==> src/rtl/cmos_sr_ctrl.sv <==
// Clocked model of a cross-coupled NOR SR latch with a saturating set-event counter.
// Define CMOS_SR_SYNC_EN to pass s/r through two-flop synchronizers (otherwise one sampling flop).
module cmos_sr_ctrl #(
  parameter int CNT_W = 8
) (
  input  logic             clk,
  input  logic             rst_n,
  input  logic             s,
  input  logic             r,
  output logic             q,
  output logic             qn,
  output logic             illegal,
  output logic [CNT_W-1:0] set_cnt,
  output logic             cnt_valid,
  input  logic             cnt_ack
);

  typedef enum logic [1:0] {
    HOLD0  = 2'b00,
    HOLD1  = 2'b01,
    FORBID = 2'b10
  } state_e;

  localparam logic [CNT_W-1:0] CNT_MAX = {CNT_W{1'b1}};
  localparam logic [CNT_W-1:0] CNT_ONE = {{(CNT_W-1){1'b0}}, 1'b1};

  logic s_i_q;
  logic r_i_q;

`ifdef CMOS_SR_SYNC_EN
  logic s_meta_q;
  logic r_meta_q;

  // Two-flop synchronizers: s and r are asynchronous to clk.
  always_ff @(posedge clk or negedge rst_n) begin
    if (!rst_n) begin
      s_meta_q <= 1'b0;
      r_meta_q <= 1'b0;
      s_i_q    <= 1'b0;
      r_i_q    <= 1'b0;
    end else begin
      s_meta_q <= s;
      r_meta_q <= r;
      s_i_q    <= s_meta_q;
      r_i_q    <= r_meta_q;
    end
  end
`else
  // Single sampling flop per request input.
  always_ff @(posedge clk or negedge rst_n) begin
    if (!rst_n) begin
      s_i_q <= 1'b0;
      r_i_q <= 1'b0;
    end else begin
      s_i_q <= s;
      r_i_q <= r;
    end
  end
`endif

  state_e           state_q, state_d;
  logic             q_q, q_d;
  logic             qn_q, qn_d;
  logic             illegal_q, illegal_d;
  logic [CNT_W-1:0] set_cnt_q, set_cnt_d;
  logic             cnt_valid_q, cnt_valid_d;
  logic             rise_s;
  logic             sat_s;

  // Next-state logic; an idle input releases FORBID into HOLD0 like a real NOR latch settling.
  always_comb begin
    state_d = state_q;
    case ({s_i_q, r_i_q})
      2'b11: state_d = FORBID;
      2'b10: state_d = HOLD1;
      2'b01: state_d = HOLD0;
      2'b00: begin
        case (state_q)
          HOLD1:   state_d = HOLD1;
          FORBID:  state_d = HOLD0;
          default: state_d = HOLD0;
        endcase
      end
      default: state_d = HOLD0;
    endcase
  end

  // Output decode from the next state so q/qn/illegal register on the same edge as the state.
  always_comb begin
    q_d       = 1'b0;
    qn_d      = 1'b1;
    illegal_d = 1'b0;
    case (state_d)
      HOLD0: begin
        q_d       = 1'b0;
        qn_d      = 1'b1;
        illegal_d = 1'b0;
      end
      HOLD1: begin
        q_d       = 1'b1;
        qn_d      = 1'b0;
        illegal_d = 1'b0;
      end
      FORBID: begin
        q_d       = 1'b0;
        qn_d      = 1'b0;
        illegal_d = 1'b1;
      end
      default: begin
        q_d       = 1'b0;
        qn_d      = 1'b1;
        illegal_d = 1'b0;
      end
    endcase
  end

  // Counter counts every rise of q, including straight out of FORBID; an increment wins over ack.
  always_comb begin
    set_cnt_d   = set_cnt_q;
    cnt_valid_d = cnt_valid_q;
    rise_s      = (state_d == HOLD1) && (state_q != HOLD1);
    sat_s       = (set_cnt_q == CNT_MAX);
    if (rise_s && !sat_s) begin
      set_cnt_d   = set_cnt_q + CNT_ONE;
      cnt_valid_d = 1'b1;
    end else if (cnt_ack && cnt_valid_q) begin
      set_cnt_d   = set_cnt_q;
      cnt_valid_d = 1'b0;
    end else begin
      set_cnt_d   = set_cnt_q;
      cnt_valid_d = cnt_valid_q;
    end
  end

  // State, output and counter registers.
  always_ff @(posedge clk or negedge rst_n) begin
    if (!rst_n) begin
      state_q     <= HOLD0;
      q_q         <= 1'b0;
      qn_q        <= 1'b1;
      illegal_q   <= 1'b0;
      set_cnt_q   <= {CNT_W{1'b0}};
      cnt_valid_q <= 1'b0;
    end else begin
      state_q     <= state_d;
      q_q         <= q_d;
      qn_q        <= qn_d;
      illegal_q   <= illegal_d;
      set_cnt_q   <= set_cnt_d;
      cnt_valid_q <= cnt_valid_d;
    end
  end

  assign q         = q_q;
  assign qn        = qn_q;
  assign illegal   = illegal_q;
  assign set_cnt   = set_cnt_q;
  assign cnt_valid = cnt_valid_q;

endmodule

==> config.mk <==
export PLATFORM = sky130hd
export DESIGN_NAME = cmos_sr_ctrl
export DESIGN_NICKNAME = d
export VERILOG_FILES = /design/src/rtl/cmos_sr_ctrl.sv
export SDC_FILE = /design/constraint.sdc
export NUM_CORES = 1
export LEC_CHECK = 0
export ABC_AREA = 1
export CAP_MARGIN = 10
export CELL_PAD_IN_SITES_DETAIL_PLACEMENT = 1
export CELL_PAD_IN_SITES_GLOBAL_PLACEMENT = 1
export CORE_MARGIN = 4
export CORE_UTILIZATION = 37
export DETAILED_ROUTE_END_ITERATION = 8
export PLACE_DENSITY = 0.89
export SLEW_MARGIN = 20
export SYNTH_ARGS = -nofsm -noshare
export SYNTH_HDL_FRONTEND = slang
export SYNTH_SLANG_ARGS = --single-unit
==> constraint.sdc <==
create_clock -name clk -period 2.7 [get_ports clk]
set_input_delay 0.405 -clock clk [delete_from_list [all_inputs] [get_ports clk]]
set_output_delay 0.405 -clock clk [all_outputs]
set_load 0.01 [all_outputs]
==> impl_metrics.yaml, run 1 <==
setup_path:
  worstPathRequired_ns: 2.30
  end_kind: "output port"
  worst-path-max-fanout: 6
  r2r-end: "set_cnt[4]$_DFFE_PN0P_"
  crit_path_start_kind: "flop"
  max_stage_delay_ns: 0.58
  worstSetupStartpoint: "set_cnt[2]$_DFFE_PN0P_"
  crit_slowest_cell: "clkdlybuf4s50_1"
  crit_arrival_ns: 1.33
  crit_type: "flop to output port"
  r2r_cells: 6
  cpLargestDelayFamily: "buffers and inverters"
  path_buf_inv: 1
  path_cells: "clkdlybuf4s50_1"
  r2r_start: "set_cnt[0]$_DFFE_PN0P_"
  r2r_slack_ns: 1.24
  crit_cells: 1
route:
  finalWirelength_mm: 1.62
  wl_per_cell_um: 12.4
  dr.first_iter.drc_count: 1
  vias: 605
  drcViolationCount: 0
  via_per_inst: 4.65
  dr.pass1.iters: 4
  ant_nets: 0
synth:
  ys_types: 17
  synthArstFlopShare_pct: 100
  syn_inst: 85
  ys_seq_area_share_pct: 53.4
  synth_edf_count: 0
  ys_seq_elements: 15
  ys.flop_type: "dfrtp_1"
  synth_area_um2: 706
  ys_warn_count: 0
  synth_nets: 91
  postSynthAreaPerCell_um2: 8.30
timing:
  skew_ns: 0.00782
  slew_viol_final: 0
  hold_viol: 0
  worst_slack_ns: 0.969
  clock.fmax_ghz: 0.578
  period_minus_slack_ns: 1.73
  report.final.setup_viol: 0
  fin_tns_setup_ns: 0
  rsz0062_at_grt: "no"
  relSlewSlack_pct: 53.8
  period_share_pct: 64.1
  worst-slew-pin-transition_ns: 0.691
power:
  p_per_area_mw_per_mm2: 671
  p_clk_share_pct: 20.9
  p_leak_nw: 0.441
  irDropWorstVdd_mv: 0.395
  pwr-share-comb_pct: 29.0
  p_int_w: 0.000417
  p_seq_share_pct: 50.1
  swShare_pct: 32.7
  switching_power_w: 0.000203
worst_hold_path:
  hold_path_startpoint: "r_i_q$_DFF_PN0_"
  hold_class: "flop to flop"
  holdPathStages: 1
  hold_path_end: "state_q[0]$_DFF_PN0_"
die:
  die_area_mm2: 0.00267
  start_util_pct: 40.0
  die_w_um: 51.7
  die_h_um: 51.7
  row_count: 15
  fp.coreArea_mm2: 0.00176
  ios: 17
place:
  dp_hpwl_mm: 1.22
  port_buffers: 16
  post-place-ws_ns: 1.27
  gp_congestion: 0.707
clocking:
  clk_pin_slew_ns: 0.09
  htreeDepth: 1
  cts-hold-fix-buffers: 0
  post_cts_buffers: 0
  cts_made_buffers: 3
  cts.sinks: 15
  cts_resized: 0
  clockRootBuffer: "clkbuf_4"
  cts_tree: "done"
  cts_buffer_depth: 2
  clock_latency_ns: 0.28
global_routing:
  track_usage_pct: 14.6
  grt_pass1_wl_mm: 2.86
  first_global_vias: 648
  overflow: 0
  grt_max_degree: 16
  grt_antenna_before_repair: 0
final_layout:
  layout-drive-gt1-share_pct: 10.5
  utilization_pct: 52.3
  area_delta_synth_final_pct: 30.9
  num_antenna_cells: 0
  nets: 112
flow_run:
  cap_violations: 0
outcome:
  status: "finished clean"
==> cells in the mapped netlist (3+ instances only) <==
| cell type | count | area share [%] |
|---|---|---|
| nand2_1 | 36 | 19 |
| dfrtp_1 | 14 | 50 |
| inv_1 | 10 | 5.3 |
| nor2_1 | 6 | 3.2 |
| nand3_1 | 3 | 2.1 |
| o21ai_0 | 3 | 2.1 |
| xnor2_1 | 3 | 3.7 |
==> power groups by stage <==
stage / clock (W) / combinational [W] / sequential (W)
floorplan: 0 / 0.0000756 / 0.000321
global placement: 0 / 0.000177 / 0.000311
detailed placement: 0 / 0.000182 / 0.000315
CTS: 0.000134 / 0.000184 / 0.000311
global route: 0.000149 / 0.000202 / 0.000322
finish: 0.000130 / 0.000180 / 0.000310
==> how the worst max path moves through the flow <==
stage,to
floorplan,set_cnt[5]$_DFFE_PN0P_
global placement,qn
detailed placement,set_cnt[4]$_DFFE_PN0P_
CTS,set_cnt[2]
global route,set_cnt[2]
finish,set_cnt[2]
==> metrics by stage <==
step                      total power [W]  hold WS (ns)  cell area, µm²  cells
after floorplan                  0.000397         0.109             706     85
final                            0.000620         0.488             923    130
after detailed placement         0.000498         0.476             897    126
after CTS                        0.000628         0.489             923    130
after global placement           0.000487         0.459             897    126
after global routing             0.000673         0.518             923    130
==> cell usage in the layout, fill, tap and decap left out, types with 3 or more instances in the layout <==
cell type        count
nand2_1             36
clkdlybuf4s50_1     16
dfrtp_1             14
inv_1               10
nor2_1               6
o21ai_0              3
nand3_1              3
xnor2_1              3
clkbuf_4             3
==> flip-flops by register name, summed over array words and instances, names as in the netlist <==
name / cells
qn: 1
r_i_q: 1
s_i_q: 1
cnt_valid: 1
illegal: 1
set_cnt: 8
state_q: 2
==> cell families after synthesis <==
group | count (synthesis) | synth area share, %
simple gates | 49 | 30.0
flops | 15 | 53.4
buf+inv | 11 | 5.85
compound gates | 6 | 5.32
xor+xnor | 3 | 3.72
fa+ha+maj | 1 | 1.77
==> cell type report <==
| type | count | area [µm²] |
|---|---|---|
| Sequential cell | 15 | 377 |
| Fill cell | 233 | 841 |
| Multi-Input combinational cell | 59 | 288 |
| Tap cell | 25 | 31.3 |
| Clock buffer | 4 | 26.3 |
| Inverter | 11 | 41.3 |
| Timing Repair Buffer | 16 | 160 |
==> metal layers <==
metal	part of all wire, %	track usage (%)	vias to the layer above
met5	0	0	-
met4	0.62	6.55	0
li1	-	-	297
met2	51	24.4	8
met1	45	17.5	298
met3	3.6	4.01	2
(Power assumes the default switching activity.)
==> run 2: changes to the inputs <==
CORE_UTILIZATION = 34   (was 37)
PLACE_DENSITY = 0.83   (was 0.89)
clock period = 1.6 ns   (was 2.7 ns; I/O delays follow)
==> run 2 against run 1 <==
- register-to-register slack worse by 1.0 ns
- combinational power rose by 74%
- worst setup slack worse by 0.90 ns
- wire length down 9.0%
- clock skew down 0.0040 ns
- via count down 0.33%
- sequential cell count did not move
- critical path depth unchanged
- cell area up 2.3%
- utilization decreased by 4.2 points
- worst hold slack worse by 0.23 ns
- critical endpoint is now set_cnt[6]
- highest routed layer unchanged
==> impl_metrics.yaml, run 2 (synthesized netlist as in run 1, its figures left out) <==
outcome:
  status: "finished clean"
die:
  die_w_um: 53.6
  row_count: 16
  die_h_um: 53.6
  die_area_mm2: 0.00287
  fp.coreArea_mm2: 0.00196
  start_util_pct: 36.0
  ios: 17
clocking:
  htreeDepth: 1
  cts_buffer_depth: 2
  cts_tree: "done"
  cts.sinks: 15
  clock_latency_ns: 0.29
  clockRootBuffer: "clkbuf_4"
  clk_pin_slew_ns: 0.10
  cts_made_buffers: 3
setup_path:
  path_cells: "clkdlybuf4s50_1"
  crit_slowest_cell: "clkdlybuf4s50_1"
  crit_arrival_ns: 1.29
  path_buf_inv: 1
  worst-path-max-fanout: 6
  max_stage_delay_ns: 0.57
  crit_type: "flop to output port"
  crit_cells: 1
  cpLargestDelayFamily: "buffers and inverters"
  worstPathRequired_ns: 1.36
  end_kind: "output port"
  r2r_cells: 6
  crit_path_start_kind: "flop"
global_routing:
  grt_antenna_before_repair: 0
  grt_max_degree: 16
  grt_util_met2_pct: 20.6
  grt_util_met3_pct: 2.49
  overflow: 0
  track_usage_pct: 13.0
  busiest_layer: "met2"
  grt_pass1_wl_mm: 2.68
  globalRouteMet1Util_pct: 16.3
  first_global_vias: 620
timing:
  fin_tns_setup_ns: 0
  worst_slack_ns: 0.0702
  skew_ns: 0.00386
  period_share_pct: 95.6
  rsz0062_at_grt: "no"
  clock.fmax_ghz: 0.654
  period_minus_slack_ns: 1.53
  relSlewSlack_pct: 78.7
  hold_viol: 0
  worst-slew-pin-transition_ns: 0.320
  slew_viol_final: 0
  report.final.setup_viol: 0
final_layout:
  num_antenna_cells: 0
  nets: 113
  largest_reg_flops: 8
  final_cell_mix: "36 x nand2_1, 15 x clkdlybuf4s50_1, 10 x inv_1, 10 x dfrtp_1, 6 x nor2_1"
  area_delta_synth_final_pct: 33.9
  layout-drive-gt1-share_pct: 16.0
  final_common_cell: "nand2_1"
worst_hold_path:
  hold_class: "input pin to asynchronous set/reset pin"
power:
  p_clk_share_pct: 21.1
  p_seq_share_pct: 49.6
  swShare_pct: 33.5
  p_int_w: 0.000711
  switching_power_w: 0.000358
  pwr-share-comb_pct: 29.3
  p_per_area_mw_per_mm2: 1130
  irDropWorstVdd_mv: 0.536
  p_leak_nw: 0.447
route:
  vias: 603
  dr.first_iter.drc_count: 4
  dr.pass1.iters: 2
  wl_per_cell_um: 11.1
  via_per_inst: 4.53
  drcViolationCount: 0
  ant_nets: 0
  finalWirelength_mm: 1.47
place:
  gp_congestion: 0.765
  port_buffers: 16
  dp_hpwl_mm: 1.19
  post-place-ws_ns: 0.214
flow_run:
  cap_violations: 0
[run 2: changes by cell type in the layout (fill, tap and decap cells not counted)]
cell             previous run  this run
dlymetal6s2s_1              0         1
clkinvlp_4                  0         1
dfrtp_2                     0         4
buf_4                       0         1
clkbuf_1                    1         0
dfrtp_1                    14        10
clkdlybuf4s50_1            16        15
[run 2: worst paths after layout]
| path | startpoint | to | slack [ns] |
|---|---|---|---|
| worst max-delay path | set_cnt[6]$_DFFE_PN0P_ | set_cnt[6] | 0.07 |
| worst min-delay path | rst_n | cnt_valid$_DFFE_PN0P_ | 0.26 |
| worst max register to register | set_cnt[0]$_DFFE_PN0P_ | set_cnt[3]$_DFFE_PN0P_ | 0.22 |
| worst min register to register | r_i_q$_DFF_PN0_ | state_q[0]$_DFF_PN0_ | 0.47 |
| max in group asynchronous | rst_n | qn$_DFF_PN1_ | 1.10 |
| min in group clk | r | r_i_q$_DFF_PN0_ | 0.38 |
[run 2: cell type report]
class,count,area (µm²)
clock buffers,3,22.5
clock inverters,1,7.51
fillers,255,1020
inverters,11,41.3
multi-input cells,59,288
flip-flops and latches,15,382
well taps,27,33.8
repair buffers,17,170
[run 2: what timing repair did]
action                                  in CTS  in global routing
cloned                                       0                  0
pin swaps                                    0                  0
resized for setup                            1                  4
endpoints found under the setup margin       1                  4
buffers inserted                             0                  0
hold buffers                                 0                  0
[run 2: power by group through the flow]
stage          Clock (W)  Combinational [W]  Sequential (W)
5_1_grt         0.000252           0.000342        0.000546
6_report        0.000225           0.000313        0.000530
2_1_floorplan          0           0.000128        0.000542
4_1_cts         0.000233           0.000320        0.000527
3_3_place_gp           0           0.000306        0.000528
3_5_place_dp           0           0.000316        0.000532
[run 2: through the flow]
stage / power [W] / std cells / instance area, µm² / util, % / hold slack [ns]
after floorplan: 0.000670 / 85 / 706 / - / -0.0556
after global placement: 0.000834 / 129 / 907 / 46.2 / 0.459
after detailed placement: 0.000848 / 129 / 907 / 46.2 / 0.458
after CTS: 0.00108 / 133 / 938 / 47.8 / 0.264
after global routing: 0.00114 / 133 / 945 / 48.2 / 0.268
final: 0.00107 / 133 / 945 / 48.2 / 0.258
[run 2: per-layer routing]
metal / wire length, µm / vias up
met5: 0 / -
met4: 43 / 0
met3: 36 / 5
met2: 677 / 11
met1: 715 / 287
li1: - / 300
